$ cat src/rtl/uart_tx_arbiter.sv
// Round-robin, packet-locked arbiter sharing one UART TX channel
// between NUM_REQ byte-stream requesters.
module uart_tx_arbiter #(
   parameter int NUM_REQ     = 4,
   parameter int HOLD_CYCLES = 4,
   parameter int ACK_TIMEOUT = 64
) (
   input  logic                       clk_50_mhz,
   input  logic                       reset,
   input  logic [NUM_REQ-1:0]         req_valid,
   input  logic [8*NUM_REQ-1:0]       req_data,
   input  logic [NUM_REQ-1:0]         req_last,
   output logic [NUM_REQ-1:0]         req_ready,
   output logic [7:0]                 uart_din,
   output logic                       uart_wr_en,
   input  logic                       uart_tx_busy,
   output logic [$clog2(NUM_REQ)-1:0] grant_id,
   output logic                       grant_active,
   output logic                       err_timeout
);

   localparam int IDW  = $clog2(NUM_REQ);
   localparam int CMAX = (HOLD_CYCLES > ACK_TIMEOUT) ?
                         HOLD_CYCLES : ACK_TIMEOUT;
   localparam int CNTW = $clog2(CMAX) + 1;

   typedef enum logic [1:0] {
      IDLE,
      LOAD,
      STROBE,
      SETTLE
   } state_t;

   state_t          state_q, state_d;
   logic [IDW-1:0]  gid_q, gid_d;
   logic [IDW-1:0]  rr_q, rr_d;
   logic            gact_q, gact_d;
   logic [7:0]      din_q, din_d;
   logic            last_q, last_d;
   logic [CNTW-1:0] cnt_q, cnt_d;
   logic            wr_q, wr_d;
   logic            err_q, err_d;

   logic [IDW-1:0]  pick;
   logic [IDW-1:0]  idx;
   logic            found;
   logic            done;

   // Search starts one past the previous owner so it goes last.
   always_comb begin
      pick  = '0;
      idx   = '0;
      found = 1'b0;
      for (int k = 1; k <= NUM_REQ; k++) begin
         idx = IDW'((int'(rr_q) + k) % NUM_REQ);
         if (!found && req_valid[idx]) begin
            found = 1'b1;
            pick  = idx;
         end
      end
   end

   always_comb begin
      state_d   = state_q;
      gid_d     = gid_q;
      rr_d      = rr_q;
      gact_d    = gact_q;
      din_d     = din_q;
      last_d    = last_q;
      cnt_d     = cnt_q;
      wr_d      = wr_q;
      err_d     = 1'b0;
      done      = 1'b0;
      req_ready = '0;
      unique case (state_q)
         IDLE: begin
            if (|req_valid) begin
               gid_d   = pick;
               gact_d  = 1'b1;
               state_d = LOAD;
            end
         end
         LOAD: begin
            if (req_valid[gid_q] && !uart_tx_busy) begin
               req_ready[gid_q] = 1'b1;
               din_d   = req_data[{gid_q, 3'b000} +: 8];
               last_d  = req_last[gid_q];
               cnt_d   = '0;
               wr_d    = 1'b1;
               state_d = STROBE;
            end
         end
         STROBE: begin
            if (cnt_q == CNTW'(HOLD_CYCLES - 1)) begin
               wr_d    = 1'b0;
               cnt_d   = '0;
               state_d = SETTLE;
            end else begin
               cnt_d = cnt_q + CNTW'(1);
            end
         end
         SETTLE: begin
            if (uart_tx_busy) begin
               done = 1'b1;
            end else if (cnt_q == CNTW'(ACK_TIMEOUT - 1)) begin
               err_d = 1'b1;
               done  = 1'b1;
            end else begin
               cnt_d = cnt_q + CNTW'(1);
            end
         end
         default: state_d = IDLE;
      endcase
      if (done) begin
         if (last_q) begin
            rr_d    = gid_q;
            gact_d  = 1'b0;
            state_d = IDLE;
         end else begin
            state_d = LOAD;
         end
      end
   end

   always_ff @(posedge clk_50_mhz or posedge reset) begin
      if (reset) begin
         state_q <= IDLE;
         gid_q   <= '0;
         rr_q    <= IDW'(NUM_REQ - 1);
         gact_q  <= 1'b0;
         din_q   <= '0;
         last_q  <= 1'b0;
         cnt_q   <= '0;
         wr_q    <= 1'b0;
         err_q   <= 1'b0;
      end else begin
         state_q <= state_d;
         gid_q   <= gid_d;
         rr_q    <= rr_d;
         gact_q  <= gact_d;
         din_q   <= din_d;
         last_q  <= last_d;
         cnt_q   <= cnt_d;
         wr_q    <= wr_d;
         err_q   <= err_d;
      end
   end

   assign uart_din     = din_q;
   assign uart_wr_en   = wr_q;
   assign grant_id     = gid_q;
   assign grant_active = gact_q;
   assign err_timeout  = err_q;

endmodule

$ cat config.mk
export PLATFORM = sky130hd
export DESIGN_NAME = uart_tx_arbiter
export DESIGN_NICKNAME = d
export VERILOG_FILES = /design/src/rtl/uart_tx_arbiter.sv
export SDC_FILE = /design/constraint.sdc
export NUM_CORES = 1
export LEC_CHECK = 0
export CAP_MARGIN = 0
export CORE_MARGIN = 3
export CORE_UTILIZATION = 41
export CTS_BUF_LIST = sky130_fd_sc_hd__clkbuf_8
export DETAILED_ROUTE_END_ITERATION = 8
export GPL_TIMING_DRIVEN = 0
export PLACE_DENSITY = 0.82
export SLEW_MARGIN = 25
export SYNTH_ARGS = -nofsm -noshare
export SYNTH_HDL_FRONTEND = slang
export SYNTH_SLANG_ARGS = --single-unit
export TNS_END_PERCENT = 10
$ cat constraint.sdc
create_clock -name clk_50_mhz -period 1.7 [get_ports clk_50_mhz]
set_input_delay 0.34 -clock clk_50_mhz [delete_from_list [all_inputs] [get_ports clk_50_mhz]]
set_output_delay 0.34 -clock clk_50_mhz [all_outputs]
set_load 0.02 [all_outputs]
* After elaboration in Yosys (flattened, before gate mapping)
Index checks and enable logic that the tools add are counted.
** Storage, ports and cells
- Flip-flop bits (word level) :: 25
- Input bits :: 43
- Output and inout bits :: 17
- Word-level logic and storage cells :: 99
** Operators by class
- Add/subtract/negate cells :: 5
- Order comparisons :: 6
- Eq/ne operators :: 12
- Shifts and indexed selects :: 1
- Muxes and demuxes :: 46
- Reductions and logical operators :: 20
** Operators with widths (number)
- 32-bit by 6-bit indexed part select with 8-bit output :: 1
- 7-bit two-way mux :: 4
- 1-bit two-way mux :: 22
- 7-bit one-hot mux with 3 select lines :: 1
- 2-bit two-way mux :: 8
- 2-bit by 3-bit < comparator with 1-bit output, second input constant :: 5
- 1-bit binary-select mux with 2-bit select :: 6
- 3-bit != test, second input constant :: 3
- 4-bit two-way mux :: 2
- 2-bit != test, second input constant :: 4
- 4-bit AND reduction :: 2
- 7-bit by 1-bit adder with 7-bit output, second input constant :: 1
- 7-bit by 2-bit equality test with 1-bit output, second input constant :: 1
- 7-bit by 6-bit equality test with 1-bit output, second input constant :: 1
- 2-bit one-hot mux with 3 select lines :: 1
- 2-bit AND reduction :: 3
- 1-bit logical AND :: 5
- 2-bit by 1-bit adder with 2-bit output, second input constant :: 2
- 2-bit adder, second input constant :: 2
- 2-bit equality test, second input constant :: 2
- 1-bit logical NOT :: 4
- 4-bit nonzero test :: 1
- 4-bit OR reduction :: 1
- 3-bit AND reduction :: 1
- other kinds (7) :: 7

* Longest topological paths before layout
Gate-level depths: netlist of the first run.
- Depth in word-level cells :: 13
- Depth in mapped cells :: 7
- Mapped depth without buffers :: 7

* Worst setup path before layout of the first run
No wires, ideal clock.
- Path type :: flip-flop to output port
- Start :: register gid_q[0] (netlist: grant_id[0])
- End :: output port req_ready[2]
- Arrival time :: 1.918 ns
- Data required time :: 1.360 ns
- Setup slack :: -0.558 ns
- Stages on the path, launching flop included :: 7
- Cell sequence :: dfrtp_1 -> buf_4 -> or2_1 -> o22ai_1 -> nand2_1 -> buf_2 -> nor3b_1
** Between the ends
- Longest elaborated chain between the ends :: 6
- Elaborated cells on any way between the ends :: 10
- Those cells by class :: order compare: 2; mux: 6; reduce/logical: 2
** RTL lines
- start, declared :: RTL line 35 : logic [IDW-1:0] gid_q, gid_d;
- start signal, assigned :: RTL line 138 : gid_q <= gid_d;
- 2-bit by 3-bit < comparator with 1-bit output (not written as such) or 2-bit by 1-bit greater-or-equal comparator with 1-bit output (tied branches) :: RTL line 85 : req_ready[gid_q] = 1'b1;
- 1-bit logical AND (not written as such) :: RTL line 85
- 1-bit two-way mux (not written as such) :: RTL line 85
- 1-bit demux with 2-bit select :: RTL line 85
- 4-bit two-way mux * :: RTL line 84 : if (req_valid[gid_q] && !uart_tx_busy) begin
- 4-bit two-way mux * :: RTL line 75 : unique case (state_q)
- end, declared :: RTL line 13 : output logic [NUM_REQ-1:0] req_ready,
Every way passes the cells marked *; elsewhere a longest branch is shown, timed or not. The select of a mux whose other input is x is not followed.

* Final worst setup path of the first run
- Start :: register gid_q[1] (netlist: grant_id[1])
- End :: output port req_ready[2]
Same word-level chain as after synthesis.

==> reports/qor.txt, run 1 <==
CTS clk-pin slew, worst paths = 0.08 ns
Gate Count Post-Synth = 143
Largest net degree at the start of global routing = 26
Residual DRC count = 0
DRT iter0 DRCs = 64
Post-Layout Cell Count = 268
Slowest-stage cell, CP = dfrtp_2
Hold slack = 0.464 ns
Top FF cell, synth = dfrtp_1
Routed Antenna Nets = 0
GP Congestion = 0.794
Period minus WS final = 2.11 ns
P&R area growth vs syn = 58.6%
Placed instance count = 250
Max-Cap Viols = 0
Setup violations, final = 18
Total clock sinks = 25
Final #Nets = 270
H-tree levels = 1
First-pass GRT wire length = 6600 microns
Post-Syn Nets = 192
CTS tree = yes
Total I/O pin count = 60
Syn Area/Cell = 11.3 sq um
Worst Path Arrival = 1.77 ns
VDD IR max = 0.892 mV
Setup WS post-layout = -0.412 ns
CP Capture Type = output pin
Bufs on Longest Clock Path = 2
Post-synth EDFFs = 0
Yosys Warn Count = 0
Flops & latches, synth = 25
Final Max Tran Viols = 0
Yosys top cell by area = dfrtp_1
WP data required = 1.36 ns
Max Clock Skew = 0.00177 ns
Async S/R FF share, synth = 100%
Grt total ovfl = 0
Clk_lat worst skew = 0.26 ns
# port buffers = 59
CP Launch Type = register
Critical path class = register to output pin
WL/cell = 16.3 microns
Cell row count = 22
Initial antenna violation count = 0
Diodes inserted = 0
Max Freq = 474 MHz
Vias in the first global route = 1435
Commonest non-fill, non-tap cell in the layout = clkdlybuf4s50_1
Period utilisation layout = 124%
Most frequent cells in the layout = clkdlybuf4s50_1 (49), dfrtp_1 (21), buf_4 (19), mux2_2 (12), mux4_2 (9)
Status = finished, violations left
Total detailed-routing wirelength = 4370 microns
Cells along the critical path = buf_8 -> mux2i_4 -> o22ai_4 -> nand2_2 -> buf_8 -> nor3b_4 -> buf_6
RSZ-0062 raised after global routing = yes
CTS buffer count = 3
Final Cell Area = 2570 sq um
Lkg Pwr = 1.06 nW
Router iterations before antenna repair = 4
Largest cells by area after synthesis = dfrtp_1 (36%), mux4_2 (13%), mux2_2 (8.3%)
CP max stage delay = 0.42 ns
DIE HEIGHT = 68.8 microns
Slew margin rel. = 40.2%
Starting Density = 43.2%
Final hold violations = 0
Hold/Removal Path Class = primary input to asynchronous set/reset pin
Critical-path maximum fanout = 6
Vias post-DR = 1466
Worst-margin pin slew = 0.892 ns
Vias/cell = 5.47
Die width = 68.8 microns
Failing checks = negative setup slack
Share of layout cells above drive strength 1 = 33.6%
Cell Pwr Density = 1560 nW/um^2
Core area = 3740 sq um
Yosys cell types = 42
Synth top area share = 35.5%
DP Area = 2370 sq um
Synthesized area = 1620 sq um
Die area = 4740 sq um
CP most frequent cell = buf_8
Register area share after synthesis = 38.8%
Gr usage total = 18.3%
Detailed placement HPWL = 3300 microns
Clk root buf = clkbuf_8
[cells by family after synthesis]
logic type / Yosys count / share of synthesized area, %
multiplexers: 26 / 24.0
flip-flops: 25 / 38.8
AO/OA/AOI/OAI: 31 / 14.5
adder cells (fa/ha/maj): 6 / 4.64
AND/OR/NAND/NOR: 41 / 14.2
buffers and inverters: 14 / 3.94
[stage by stage]
step / setup WS (ns) / utilization, % / total power, mW / TNS (ns)
2_1_floorplan: -0.130 / - / 2.64 / -0.699
3_3_place_gp: -1.02 / 63.3 / 3.26 / -9.15
3_5_place_dp: -1.06 / 63.3 / 3.36 / -10.12
4_1_cts: -0.426 / 66.9 / 3.87 / -2.61
5_1_grt: -0.490 / 68.6 / 4.27 / -4.31
6_report: -0.412 / 68.6 / 3.99 / -2.75
[routing by layer]
metal  wire (microns)  track usage [%]  share of wire, %
met5                0                0                 0
met4               84             5.60               1.9
met3              321             2.76               7.4
met2             2140             33.5                49
met1             1820             21.9                42
[state kept, by name, indices dropped and copies added (netlist names)]
register,cells
uart_din,8
state_q,2
rr_q,2
last_q,1
err_timeout,1
grant_active,1
cnt_q,7
uart_wr_en,1
grant_id,2
[layout make-up]
class / instances / area (sq um)
fill: 261 / 1180
multi-input combinational: 104 / 1040
timing repair buffer: 73 / 688
sequential: 25 / 631
buffer: 7 / 77.6
tap: 48 / 60.1
clock buffer: 3 / 41.3
inverter: 7 / 26.3
clock inverter: 1 / 3.75
[worst max-delay path, delay by kind of cell (launching register included)]
family | cells | cell delay, ns
buffers and inverters | 3 | 0.43
AOI/OAI and AO/OA | 1 | 0.18
muxes | 1 | 0.19
DFF | 1 | 0.42
and+or+nand+nor | 2 | 0.28
[synth_stat cells (2+ instances only)]
cell      number
a21oi_1        3
a22o_1         4
a31oi_1        2
buf_2          3
buf_4          2
dfrtp_1       23
dfstp_2        2
ha_1           6
inv_1          7
mux2_2        12
mux2i_1        5
mux4_2         9
nand2_1        9
nand2b_1       4
nand3_1        4
nand4_1        2
nor2_1         5
nor2b_1        3
nor3_1         3
nor3b_1        2
o211ai_1       4
o21ai_0        8
o22ai_1        2
[repair_timing]
action	4_1_cts	5_1_grt
gates cloned	0	0
pin swaps	3	1
endpoints found under the setup margin	20	23
hold buffers	0	0
buffers inserted	8	6
gates resized for setup	38	5
[final timing paths]
kind                                  start            to  slack, ns  cells after the start
worst min register to register     cnt_q[0]      cnt_q[0]       0.50                      1
worst max-delay path            grant_id[1]  req_ready[2]      -0.41                      7
max in group asynchronous             reset   grant_id[1]       0.78                      2
min in group clk_50_mhz            cnt_q[0]      cnt_q[0]       0.50                      1
worst min-delay path                  reset      cnt_q[3]       0.46                      2
worst max register to register  grant_id[1]      cnt_q[3]      -0.19                      8
[report_power, final]
group	total (mW)	internal (mW)	switching, mW
Combinational	2.63	1.42	1.21
Clock	0.341	0.161	0.180
Sequential	1.02	0.848	0.176
Power figures use the tool's default switching activity.
==> run 2: changes to the inputs <==
- CAP_MARGIN: 0 -> 40
==> run 2 against run 1 <==
- the flow still finishes with violations (negative setup slack)
- sequential share of layout area up 0.060 points
- power down 0.77%
- worst setup slack worse by 0.048 ns
- cell area down 0.24%
- die area unchanged
- first-iteration DRC count down 11%
- highest routed layer unchanged
- register-to-register slack worse by 0.14 ns
- critical path depth unchanged
- final cell count down 0.37%
- clock skew up 0.0040 ns
- via count up 0.68%
- largest cell class unchanged
- clock-buffer cell count unchanged
==> reports/qor.txt, run 2 (synthesis gave the netlist of run 1 again) <==
Vias in the first global route = 1438 (+0.21%)
Period minus WS final = 2.16 ns (+0.0476 ns)
RSZ-0062 raised after global routing = yes
Die width = 68.8 microns (unchanged)
CTS clk-pin slew, worst paths = 0.09 ns (about the same)
Critical-path maximum fanout = 5 (-1)
Total clock sinks = 25 (unchanged)
CP Launch Type = register
CTS tree = yes
Period utilisation layout = 127% (+2.8 points)
Final hold violations = 0 (unchanged)
WP data required = 1.36 ns (about the same)
DRT iter0 DRCs = 57 (-11%)
Total I/O pin count = 60 (unchanged)
Filler instances = 264 (+1.1%)
Largest register FFs = 8 (unchanged)
Setup WS post-layout = -0.459 ns (-0.0476 ns)
Detailed placement HPWL = 3300 microns (about the same)
Worst Path Arrival = 1.82 ns (+0.05 ns)
Placed instance count = 251 (+0.40%)
Final #Nets = 269 (-0.37%)
Commonest non-fill, non-tap cell in the layout = clkdlybuf4s50_1
Largest net degree at the start of global routing = 15 (-42%)
Clk root buf = clkbuf_8
Critical path buffers and inverters = 3 (unchanged)
Slowest-stage cell, CP = dfrtp_2
Vias/cell = 5.53 (+1.1%)
Total detailed-routing wirelength = 4440 microns (+1.6%)
Bufs on Longest Clock Path = 2 (unchanged)
Setup TNS = -4.70 ns (-1.95 ns)
Share of layout cells above drive strength 1 = 33.3% (-0.30 points)
Hold/Removal Path Class = primary input to asynchronous set/reset pin
VDD IR max = 0.791 mV (-11%)
CP Capture Type = output pin
Critical path class = register to output pin
Total power = 3.96 mW (-0.77%)
Residual DRC count = 0 (unchanged)
Failing checks = negative setup slack
H-tree levels = 1 (unchanged)
Starting Density = 43.2% (unchanged)
CP most frequent cell = buf_8
Clk_lat worst skew = 0.27 ns (about the same)
Post-Layout Cell Count = 267 (-0.37%)
Max Clock Skew = 0.00575 ns (+0.00397 ns)
Worst-margin pin slew = 0.500 ns (-0.393 ns)
CTS Hold Bufs = 0 (unchanged)
Slew margin rel. = 66.7% (+27 points)
Cells along the critical path = buf_8 -> mux2i_4 -> o22ai_4 -> nand2_2 -> buf_8 -> nor3b_4 -> buf_6
Most frequent cells in the layout = clkdlybuf4s50_1 (50), dfrtp_1 (21), buf_4 (14), mux2_2 (12), mux4_2 (9)
Status = finished, violations left
CTS buffer count = 3 (unchanged)
Diodes inserted = 0 (unchanged)
Router iterations before antenna repair = 4 (unchanged)
Max Freq = 463 MHz (-2.2%)
Cell Pwr Density = 1550 nW/um^2 (-0.53%)
Routed Antenna Nets = 0 (unchanged)
P&R area growth vs syn = 58.2%
Die area = 4740 sq um (unchanged)
Cell family with the largest share of critical-path delay = buffers and inverters
Setup violations, final = 20 (+2)
Core area = 3740 sq um (unchanged)
DIE HEIGHT = 68.8 microns (unchanged)
Grt total ovfl = 0 (unchanged)
First-pass GRT wire length = 6580 microns (-0.42%)
WL/cell = 16.6 microns (+2.0%)
Lkg Pwr = 1.06 nW (-0.55%)
GP Congestion = 0.794 (unchanged)
CP max stage delay = 0.43 ns (about the same)
Gr usage total = 18.4% (+0.075 points)
Final Max Tran Viols = 0 (unchanged)
Vias post-DR = 1476 (+0.68%)
Max-Cap Viols = 0 (unchanged)
Initial antenna violation count = 0 (unchanged)
Cell row count = 22 (unchanged)
# port buffers = 59 (unchanged)
-- run 2: cell types whose count changed in the layout (fill, tap and decap cells not counted) --
cell and delta:
ha_2 +1, clkdlybuf4s50_1 +1, o21ai_2 +1, ha_1 -1, clkinv_2 +1, buf_8 +2, o21ai_4 -1, buf_4 -5
nand2b_1 +1, clkinv_1 -1, nand2b_4 -1, buf_6 +2, buf_12 -1
-- run 2: final cells by class --
| cell class | count | area (sq um) | share of cell area (%) |
|---|---|---|---|
| buffer | 7 | 72.6 | 2.83 |
| clock buffer | 3 | 41.3 | 1.61 |
| clock inverter | 1 | 5.00 | 0.195 |
| inverter | 7 | 26.3 | 1.03 |
| multi-input combinational | 104 | 1030 | 40.1 |
| sequential | 25 | 631 | 24.6 |
| tap | 48 | 60.1 | 2.34 |
| timing repair buffer | 72 | 698 | 27.3 |
-- run 2: what timing repair did --
item	CTS	global route
setup buffers	6	6
resized for setup	37	5
pin swaps	3	2
endpoints found under the setup margin	20	22
-- run 2: per-stage QoR --
step                      instance area [sq um]  hold slack (ns)  util (%)  setup slack [ns]
final                                      2560            0.394      68.4            -0.459
after global routing                       2560            0.434      68.4            -0.534
after CTS                                  2500            0.419      66.8            -0.434
after detailed placement                   2390            0.496      63.7             -1.06
after global placement                     2370            0.483      63.3             -1.02
after floorplan                            1720            0.366         -            -0.130
-- run 2: worst reg2reg max path: stages, from the launching register on --
cell      delay [ns]
dfrtp_2         0.43
buf_8           0.14
mux2i_4         0.20
buf_4           0.16
buf_4           0.12
o221ai_2        0.18
nor2b_1         0.17
buf_4           0.18
o211ai_1        0.10
a22o_1          0.24
-- run 2: worst paths after layout --
path / from / endpoint / slack, ns / cells past startpoint
setup / recovery: grant_id[1] / req_ready[2] / -0.46 / 7
hold / removal: reset / cnt_q[0] / 0.39 / 2
setup reg to reg: grant_id[1] / cnt_q[3] / -0.33 / 9
hold reg to reg: uart_din[6] / uart_din[6] / 0.51 / 1
max in group asynchronous: reset / grant_id[1] / 0.84 / 3
min in group clk_50_mhz: uart_din[6] / uart_din[6] / 0.51 / 1
-- run 2: where the power goes --
part / leakage [nW] / internal, mW / switching, mW / total (mW)
sequential: 0.307 / 0.848 / 0.175 / 1.02
clock: 0.0255 / 0.164 / 0.192 / 0.356
combinational: 0.725 / 1.38 / 1.20 / 2.58
total: 1.06 / 2.39 / 1.57 / 3.96
-- run 2: metal layers --
| layer | global-route usage (%) | vias to the layer above | share of wire, % |
|---|---|---|---|
| met5 | 0 | - | 0 |
| met4 | 4.62 | 0 | 1.1 |
| met3 | 3.73 | 8 | 8.1 |
| met2 | 34.0 | 74 | 49 |
| met1 | 21.5 | 702 | 42 |
| li1 | - | 692 | - |
==> run 3: changes to the inputs <==
- CTS_CLUSTER_SIZE: default -> 40
==> results of run 3 <==
Final layout, timing and power as in run 2 (identical DEF).
